<file path="src/rtl/seg_scan_driver_if.sv">
`default_nettype none
// ============================================================================
//  Module      : seg_scan_driver_if
//  Description : Bundle of load/data inputs and scanned display outputs for
//                the four-digit seven-segment scan driver.
//                  load       - capture strobe for value/dp_in
//                  value      - four hex digits, [3:0] is digit 0 (rightmost)
//                  dp_in      - decimal-point request per digit, active-high
//                  x          - nibble of the selected digit (to hex decoder)
//                  an         - digit anode enables, active-low
//                  dp         - decimal-point segment, active-low
//                  frame_tick - one-cycle pulse after each digit 3 -> 0 wrap
//  Revision    : 1.0 - initial release
// ============================================================================
interface seg_scan_driver_if;
    logic        load;
    logic [15:0] value;
    logic [3:0]  dp_in;
    logic [3:0]  x;
    logic [3:0]  an;
    logic        dp;
    logic        frame_tick;

    // Producer of display data / consumer of the scanned outputs.
    modport master (
        output load, value, dp_in,
        input  x, an, dp, frame_tick
    );

    // The scan driver itself.
    modport slave (
        input  load, value, dp_in,
        output x, an, dp, frame_tick
    );
endinterface
`default_nettype wire

</file>
<file path="src/rtl/seg_scan_driver.sv">
`default_nettype none
// ============================================================================
//  Module      : seg_scan_driver
//  Description : Time-multiplexed driver for a four-digit seven-segment
//                display. Each digit is shown for REFRESH_DIV clocks. New
//                data is captured into a pending register on load and only
//                transferred to the display register at the frame boundary
//                (digit 3 -> 0), so a frame never mixes two values. Optional
//                leading-zero suppression blanks the anode (and decimal
//                point) of upper digits whose nibbles and all higher nibbles
//                are zero.
//  Ports       : clk   - system clock, rising edge
//                reset - asynchronous active-high reset
//                bus   - seg_scan_driver_if.slave (load/value/dp_in in;
//                        x/an/dp/frame_tick out, all outputs registered)
//  Revision    : 1.0 - initial release
// ============================================================================
module seg_scan_driver #(
    parameter int REFRESH_DIV   = 50000,   // clocks per digit, 2..2^20
    parameter int LEADING_BLANK = 1        // 1 = suppress leading zeros
) (
    input  wire logic         clk,
    input  wire logic         reset,
    seg_scan_driver_if.slave  bus
);

    localparam int                C_PS_W = (REFRESH_DIV > 2) ? $clog2(REFRESH_DIV) : 1;
    localparam logic [C_PS_W-1:0] C_TC   = C_PS_W'(REFRESH_DIV - 1);

    logic [C_PS_W-1:0] prescaler_q, prescaler_d;
    logic [1:0]        digit_q, digit_d;
    logic [15:0]       pend_val_q, pend_val_d;
    logic [3:0]        pend_dp_q, pend_dp_d;
    logic [15:0]       disp_val_q, disp_val_d;
    logic [3:0]        disp_dp_q, disp_dp_d;
    logic [3:0]        x_q, x_d;
    logic [3:0]        an_q, an_d;
    logic              dp_q, dp_d;
    logic              frame_tick_q, frame_tick_d;

    logic              tc;
    logic              boundary;
    logic [3:0]        nib_zero;
    logic [3:0]        blank;

    always_comb begin
        tc       = (prescaler_q == C_TC);
        // The terminal count that leaves digit 3 starts a new frame.
        boundary = tc && (digit_q == 2'd3);

        prescaler_d = tc ? '0 : prescaler_q + 1'b1;
        digit_d     = tc ? digit_q + 2'd1 : digit_q;

        pend_val_d = pend_val_q;
        pend_dp_d  = pend_dp_q;
        if (bus.load) begin
            pend_val_d = bus.value;
            pend_dp_d  = bus.dp_in;
        end

        // Display takes the pending value as it stood before this edge, so a
        // load landing on the boundary edge waits for the next frame.
        disp_val_d = boundary ? pend_val_q : disp_val_q;
        disp_dp_d  = boundary ? pend_dp_q  : disp_dp_q;

        for (int i = 0; i < 4; i++) begin
            nib_zero[i] = (disp_val_d[4*i +: 4] == 4'h0);
        end

        // Digit n is blank when nibbles n..3 are all zero; digit 0 never is.
        blank = (LEADING_BLANK != 0)
              ? {nib_zero[3], &nib_zero[3:2], &nib_zero[3:1], 1'b0}
              : 4'h0;

        x_d          = x_q;
        an_d         = an_q;
        dp_d         = dp_q;
        frame_tick_d = boundary;

        // Outputs follow the new digit index and the display register as
        // updated on this same edge.
        if (tc) begin
            x_d = disp_val_d[{digit_d, 2'b00} +: 4];
            if (blank[digit_d]) begin
                an_d = 4'hF;
                dp_d = 1'b1;
            end else begin
                an_d = ~(4'b0001 << digit_d);
                dp_d = ~disp_dp_d[digit_d];
            end
        end
    end

    always_ff @(posedge clk or posedge reset) begin
        if (reset) begin
            prescaler_q  <= '0;
            digit_q      <= 2'd3;   // first terminal count becomes a 3->0 wrap
            pend_val_q   <= 16'h0000;
            pend_dp_q    <= 4'h0;
            disp_val_q   <= 16'h0000;
            disp_dp_q    <= 4'h0;
            x_q          <= 4'h0;
            an_q         <= 4'hF;
            dp_q         <= 1'b1;
            frame_tick_q <= 1'b0;
        end else begin
            prescaler_q  <= prescaler_d;
            digit_q      <= digit_d;
            pend_val_q   <= pend_val_d;
            pend_dp_q    <= pend_dp_d;
            disp_val_q   <= disp_val_d;
            disp_dp_q    <= disp_dp_d;
            x_q          <= x_d;
            an_q         <= an_d;
            dp_q         <= dp_d;
            frame_tick_q <= frame_tick_d;
        end
    end

    assign bus.x          = x_q;
    assign bus.an         = an_q;
    assign bus.dp         = dp_q;
    assign bus.frame_tick = frame_tick_q;

endmodule
`default_nettype wire

</file>
<file path="src/flat_wrapper.sv">
// flat-port wrapper written by rule: the top's interface ports become plain ports
module seg_scan_driver_flat 
#(
    parameter int REFRESH_DIV   = 50000,                               
    parameter int LEADING_BLANK = 1                                     
)
  (clk, reset, bus_load, bus_value, bus_dp_in, bus_x, bus_an, bus_dp, bus_frame_tick);
  seg_scan_driver_if bus_i ();
  input  wire logic clk;
  input  wire logic reset;
  input wire logic [$bits(bus_i.load)-1:0] bus_load;
  input wire logic [$bits(bus_i.value)-1:0] bus_value;
  input wire logic [$bits(bus_i.dp_in)-1:0] bus_dp_in;
  output wire logic [$bits(bus_i.x)-1:0] bus_x;
  output wire logic [$bits(bus_i.an)-1:0] bus_an;
  output wire logic [$bits(bus_i.dp)-1:0] bus_dp;
  output wire logic [$bits(bus_i.frame_tick)-1:0] bus_frame_tick;
  assign bus_i.load = bus_load;
  assign bus_i.value = bus_value;
  assign bus_i.dp_in = bus_dp_in;
  assign bus_x = bus_i.x;
  assign bus_an = bus_i.an;
  assign bus_dp = bus_i.dp;
  assign bus_frame_tick = bus_i.frame_tick;
  seg_scan_driver #(.REFRESH_DIV(REFRESH_DIV), .LEADING_BLANK(LEADING_BLANK)) u_core (.clk(clk), .reset(reset), .bus(bus_i));
endmodule
</file>
<file path="config.mk">
export PLATFORM = sky130hd
export DESIGN_NAME = seg_scan_driver_flat
export DESIGN_NICKNAME = d
export VERILOG_FILES = /design/src/rtl/seg_scan_driver_if.sv /design/src/rtl/seg_scan_driver.sv /design/src/flat_wrapper.sv
export SDC_FILE = /design/constraint.sdc
export NUM_CORES = 1
export LEC_CHECK = 0
export ABC_AREA = 1
export CORE_UTILIZATION = 53
export CTS_CLUSTER_SIZE = 30
export DETAILED_ROUTE_END_ITERATION = 8
export PLACE_DENSITY_LB_ADDON = 0.2
export REMOVE_ABC_BUFFERS = 1
export SKIP_LAST_GASP = 1
export SYNTH_ARGS = -nofsm -noshare
export SYNTH_HDL_FRONTEND = slang
export SYNTH_SLANG_ARGS = --single-unit
</file>
<file path="constraint.sdc">
create_clock -name clk -period 3.1 [get_ports clk]
set_input_delay 0.62 -clock clk [delete_from_list [all_inputs] [get_ports clk]]
set_output_delay 0.62 -clock clk [all_outputs]
set_load 0.02 [all_outputs]
</file>
# --- After elaboration in Yosys (flattened, before gate mapping) ---
# Index checks and enable logic that the tools add are counted.
word_totals:
  latch_bits: 0
  in_bits: 23
  word_cells: 35
  reg_bits: 68
  mem_count: 0
  mem_bits_rw: 0
  rom_bits: 0
classes:
  mul: 0
  order_cmp: 1
  n_shift: 2
  n_div: 0
  n_reduce_logical: 6
  n_bitwise: 2
  n_addsub: 2
  muxes: 10
  eq_ne: 2
ops:
  columns: ["operator", "n"]
  rows:
  - ["16-bit two-way mux", 2]
  - ["16-bit by 1-bit adder with 16-bit output, second input constant", 1]
  - ["16-bit equality test, second input constant", 1]
  - ["16-bit by 5-bit indexed part select with 4-bit output", 1]
  - ["4-bit zero test", 3]
  - ["4-bit two-way mux", 2]
  - ["1-bit binary-select mux with 2-bit select", 2]
  - ["4-bit NOT", 1]
  - ["1-bit by 2-bit << shifter with 4-bit output, first input constant", 1]
  - ["2-bit by 3-bit less-than comparator with 1-bit output, second input constant", 1]
  - ["1-bit two-way mux", 3]
  - ["3-bit AND reduction", 1]
  - ["2-bit by 1-bit adder with 2-bit output, second input constant", 1]
  - ["2-bit equality test, second input constant", 1]
  - ["2-bit two-way mux", 1]
  - ["2-bit AND reduction", 1]
  - ["1-bit logical AND", 1]
  - ["1-bit NOT", 1]

# --- Longest topological paths before layout ---
logic_depth:
  ltp_word: 8
  depth_mapped: 14

# --- Least setup slack after synthesis ---
# Ideal clock, no wire load.
synth_timing:
  path_kind: "register to register"
  from: "reg u_core.prescaler_q[0]"
  to: "reg u_core.x_q[0], in the netlist u_core.bus.x[0]"
  setup_time_ns: 0.128
  path_slack_ns: 1.326
  required_time_ns: 2.972
  stages_incl_launch_ff: 11
  t_arrival_ns: 1.646
  period_less_slack_ns: 1.774
  cell_sequence: "dfrtp_1 ha_1 nand3_4 nor2_8 nand3_4 buf_6 buf_6 a21oi_1 inv_1 o21ai_1 a31oi_1"
synth_between:
  elab_chain_len: 4
synth_lines:
  columns: ["item", "line", "source"]
  rows:
  - ["start: declaration", "seg_scan_driver.sv:30", "logic [C_PS_W-1:0] prescaler_q, prescaler_d;"]
  - ["start signal: assignment", "seg_scan_driver.sv:107", "prescaler_q <= prescaler_d;"]
  - ["16-bit equality test", "seg_scan_driver.sv:47", "tc = (prescaler_q == C_TC);"]
  - ["1-bit logical AND", "seg_scan_driver.sv:49", "boundary = tc && (digit_q == 2'd3);"]
  - ["16-bit two-way mux", "seg_scan_driver.sv:63", "disp_val_d = boundary ? pend_val_q : disp_val_q;"]
  - ["named net u_core.disp_val_d[0]", "seg_scan_driver.sv:34", "logic [15:0] disp_val_q, disp_val_d;"]
  - ["16-bit by 5-bit indexed part select with 4-bit output", "seg_scan_driver.sv:83", "x_d = disp_val_d[{digit_d, 2'b00} +: 4];"]
  - ["end signal: assignment", "seg_scan_driver.sv:102", "x_q <= 4'h0;"]
  - ["end signal: assignment", "seg_scan_driver.sv:113", "x_q <= x_d;"]
  - ["end: declaration", "seg_scan_driver.sv:36", "logic [3:0] x_q, x_d;"]
# The timed path passes the listed nets, and every way through them passes these cells.
# A chain may end at the register's enable or synchronous reset.

# --- Worst setup path in the final report ---
layout_timing:
  from: "reg u_core.prescaler_q[0]"
  to: "reg u_core.an_q[1], in the netlist u_core.bus.an[1]"
layout_between:
  elab_chain_len: 8
layout_lines:
  columns: ["item", "line", "source"]
  rows:
  - ["16-bit equality test (*)", "seg_scan_driver.sv:47", null]
  - ["1-bit logical AND (*)", "seg_scan_driver.sv:49", null]
  - ["16-bit two-way mux (*)", "seg_scan_driver.sv:63", null]
  - ["named net u_core.disp_val_d[11]", "seg_scan_driver.sv:34", null]
  - ["4-bit zero test (*)", "seg_scan_driver.sv:67", "nib_zero[i] = (disp_val_d[4*i +: 4] == 4'h0);"]
  - ["3-bit AND reduction or 2-bit AND reduction (tied branches)", "seg_scan_driver.sv:72", "? {nib_zero[3], &nib_zero[3:2], &nib_zero[3:1], 1'b0}"]
  - ["1-bit binary-select mux with 2-bit select (*)", "seg_scan_driver.sv:84", "if (blank[digit_d]) begin"]
  - ["1-bit two-way mux (implied by the code) (*)", "seg_scan_driver.sv:84", null]
  - ["4-bit two-way mux (*)", "seg_scan_driver.sv:84", null]
  - ["end signal: assignment", "seg_scan_driver.sv:114", "an_q <= an_d;"]
  - ["end: declaration", "seg_scan_driver.sv:37", "logic [3:0] an_q, an_d;"]
# Mark *: on every way through the listed nets, which the timed path passes. The rest lies on a longest branch. The select of a mux whose other input is x is not followed.

==> results.rst <==
.. list-table::
   :header-rows: 1

   * - Metric
     - Value
   * - Number of placement rows
     - 27
   * - Total DRC errors in the routed layout
     - 0
   * - Die X-Extent
     - 79.5 µm
   * - TritonCTS clock tree
     - yes
   * - Number of setup buffers added after CTS
     - 0
   * - Launch point of the worst reg-to-reg path
     - u_core.prescaler_q[0]
   * - Slew margin rel.
     - 53.5%
   * - Arrival time at the worst endpoint
     - 2.48 ns
   * - Worst Setup Start Kind
     - register
   * - Max Transition Viols Final
     - 0
   * - Cell area after synthesis
     - 3180 µm²
   * - Sequential share of the synthesized area
     - 53.7%
   * - Inserted Diodes
     - 0
   * - Ordered cell list for the critical path
     - ha_1 > nand3_4 > nor2_8 > nand3_4 > nand2_1 > o21ai_2 > nor2_1 > nand2_1 > nand2_2 > nand3_2 > a21oi_1
   * - Min-delay src
     - u_core.prescaler_q[0]
   * - Count of antenna-violating nets left after detailed routing
     - 0
   * - Required time at the worst-slack endpoint
     - 3.37 ns
   * - Slowest CP cell
     - dfrtp_1
   * - EDFF count, synth
     - 0
   * - Die area
     - 6320 µm²
   * - Most instantiated flip-flop cell in the synthesis netlist
     - dfrtp_1
   * - Deepest level of the CTS H-tree
     - 3
   * - Sink count of the clock tree
     - 68
   * - Total Power Consumption
     - 0.00170 W
   * - Crit path buffers/inverters
     - 0
   * - Number of fill cells in the layout
     - 449
   * - Syn Inst Count
     - 343
   * - Yosys top cell by area
     - dfrtp_1
   * - Mean number of vias per cell
     - 5.04
   * - First-pass GRT wire length
     - 10400 µm
   * - Clock slew at reported path FFs
     - 0.06 ns
   * - Leakage
     - 1.91 nW
   * - Endpoint with the worst hold slack
     - u_core.prescaler_q[0]
   * - Worst VDD drop
     - 0.000280 V
   * - Worst reg-to-reg path cell count
     - 11
   * - Count of distinct cell types in the synthesized netlist
     - 35
   * - Area fraction of the dominant cell type after synthesis
     - 47.9%
   * - Drt pass-1 iters
     - 4
   * - Layout cell share with drive strength beyond 1
     - 20.0%
   * - Maximum number of pins on one net before global-route repair
     - 69
   * - Half-perimeter wire length after placement
     - 4330 µm
   * - Cell types occupying the most area after synthesis
     - dfrtp_1, nand2_1, inv_1
   * - TNS Setup
     - 0 ns
   * - Unrepaired setup endpoints after global routing
     - no
   * - Master cell of the clock root buffer
     - clkbuf_8
   * - Worst setup EP type
     - register
   * - Slew of the pin with the lowest slew margin
     - 0.695 ns
   * - Maximum fanout along the worst path
     - 30
   * - Path type of the worst min-delay path
     - register to register
   * - Chip Height
     - 79.5 µm
   * - Flip-flop and latch count after synthesis
     - 68
   * - Global placer's final weighted congestion
     - 0.818
   * - PwrDens
     - 451 nW/µm²
   * - Maximum root-to-sink buffer count
     - 2
   * - Count of pins on the block boundary
     - 33
   * - Family with the most delay on the worst path
     - simple AND/OR/NAND/NOR gates
   * - Number of global-route vias before repair
     - 2263
   * - Depth of the worst hold-timing path
     - 1
   * - Layout overhead on the synthesized area
     - 18.2%
   * - Worst Skew
     - 0.00859 ns
   * - CTS Buf Count
     - 9
   * - Number of maximum-capacitance violations
     - 0
   * - Effective utilization at floorplan
     - 56.4%
   * - Total routing resource utilization after global routing
     - 22.0%
   * - Kind of critical path
     - register to register
   * - List of most frequent post-synthesis cells
     - nand2_1, dfrtp_1, inv_1, nor2_1, o21ai_0
   * - Antenna violations before repair
     - 0
   * - Result of the run
     - complete, no violations
   * - Share of the cycle needed by the critical path after routing
     - 71.3%
   * - Final count of negative-setup-slack endpoints
     - 0
   * - Final-report hold violation count
     - 0
   * - Hold_buf cts
     - 0
   * - Count leader, synth
     - nand2_1
   * - DR WL/cell
     - 13.6 µm
   * - Overall routed net length
     - 6200 µm
   * - CORE AREA
     - 5640 µm²
   * - Reg-to-Reg End
     - u_core.bus.an[1]
   * - Highest Clock Rate
     - 453 MHz
   * - Later-pin clock latency in the skew report
     - 0.34 ns
   * - Post-cts repair resize count
     - 0
   * - Nets@finish
     - 406
   * - Initial drt markers
     - 107
   * - Global route total overflow
     - 0
   * - CP max stage delay
     - 0.37 ns
   * - Post-synthesis average cell area
     - 9.28 µm²
   * - Routed vias
     - 2301
   * - Setup slack, reg-to-reg
     - 0.89 ns
   * - Proportion of register bits with asynchronous set or reset after synthesis
     - 100%
   * - Port Buffers
     - 32
   * - Final period demand of the worst path
     - 2.21 ns
   * - Syn. warnings
     - 0
-- registers in the layout (all words and copies together) (netlist names) --
name,count
u_core.pend_dp_q,4
u_core.bus.x,4
u_core.prescaler_q,16
u_core.digit_q,2
u_core.bus.an,4
u_core.pend_val_q,16
u_core.bus.dp,1
u_core.bus.frame_tick,1
u_core.disp_val_q,16
u_core.disp_dp_q,4
-- report_power, final --
part | switching [W] | internal (W)
registers | 0.0000105 | 0.000912
logic | 0.0000406 | 0.0000457
clock network | 0.000316 | 0.000373
total | 0.000367 | 0.00133
-- worst max-delay path by stage --
stage | from | to | slack (ns) | cells past startpoint
floorplan | reset | u_core.bus.frame_tick | 0.78 | 1
global placement | u_core.prescaler_q[0] | u_core.bus.an[1] | 0.98 | 11
detailed placement | u_core.prescaler_q[0] | u_core.bus.an[1] | 0.90 | 11
CTS | u_core.prescaler_q[0] | u_core.bus.an[1] | 0.89 | 11
global route | u_core.prescaler_q[0] | u_core.bus.an[1] | 0.67 | 11
finish | u_core.prescaler_q[0] | u_core.bus.an[1] | 0.89 | 11
-- area by class of cell --
class / instances / area [µm²] / area share (%)
multi-input combinational: 210 / 1200 / 32.0
tap: 72 / 90.1 / 2.39
sequential: 68 / 1710 / 45.4
clock buffer: 14 / 183 / 4.85
timing repair buffer: 35 / 355 / 9.44
inverter: 57 / 215 / 5.72
clock inverter: 1 / 5.00 / 0.133
-- layer usage --
layer | share of wire (%) | track usage, % | up-vias
met1 | 49 | 30.0 | 1074
met3 | 5.0 | 4.57 | 12
met5 | 0 | 0 | -
li1 | - | - | 1160
met2 | 44 | 33.2 | 55
met4 | 1.9 | 10.7 | 0
-- cell families after synthesis --
logic type / Yosys count / synth area share (%)
adders and majority gates: 2 / 0.786
and+or+nand+nor: 142 / 22.7
AOI/OAI and AO/OA: 51 / 9.39
xor gates and xnor gates: 4 / 1.10
buffers and inverters: 65 / 8.45
muxes: 11 / 3.89
DFF: 68 / 53.7
-- stage by stage --
step / cell area (µm²) / utilization, % / instances / hold slack [ns] / setup WS [ns]
finish: 3760 / 66.7 / 457 / 0.460 / 0.891
global route: 3760 / 66.7 / 457 / 0.496 / 0.672
CTS: 3760 / 66.7 / 457 / 0.462 / 0.885
detailed placement: 3580 / 63.4 / 442 / 0.453 / 0.900
global placement: 3580 / 63.4 / 442 / 0.443 / 0.982
floorplan: 3130 / - / 335 / 0.433 / 0.780
-- cell usage in the layout, fill, tap and decap left out, types with 2 or more instances in the layout --
| cell type | instances |
|---|---|
| a21oi_1 | 12 |
| a31oi_1 | 3 |
| buf_4 | 2 |
| clkbuf_8 | 13 |
| clkdlybuf4s50_1 | 32 |
| clkinv_2 | 2 |
| dfrtp_1 | 61 |
| dfstp_2 | 7 |
| ha_1 | 2 |
| inv_1 | 49 |
| inv_2 | 7 |
| mux2_2 | 11 |
| nand2_1 | 65 |
| nand2_2 | 12 |
| nand2_4 | 2 |
| nand3_1 | 9 |
| nand3_4 | 2 |
| nand4_1 | 9 |
| nor2_1 | 28 |
| nor2_2 | 4 |
| nor2_4 | 2 |
| nor2_8 | 2 |
| nor3_1 | 2 |
| o21ai_0 | 23 |
| o21ai_2 | 8 |
| o21bai_1 | 2 |
| xor2_1 | 4 |
Power figures use the tool's default switching activity.
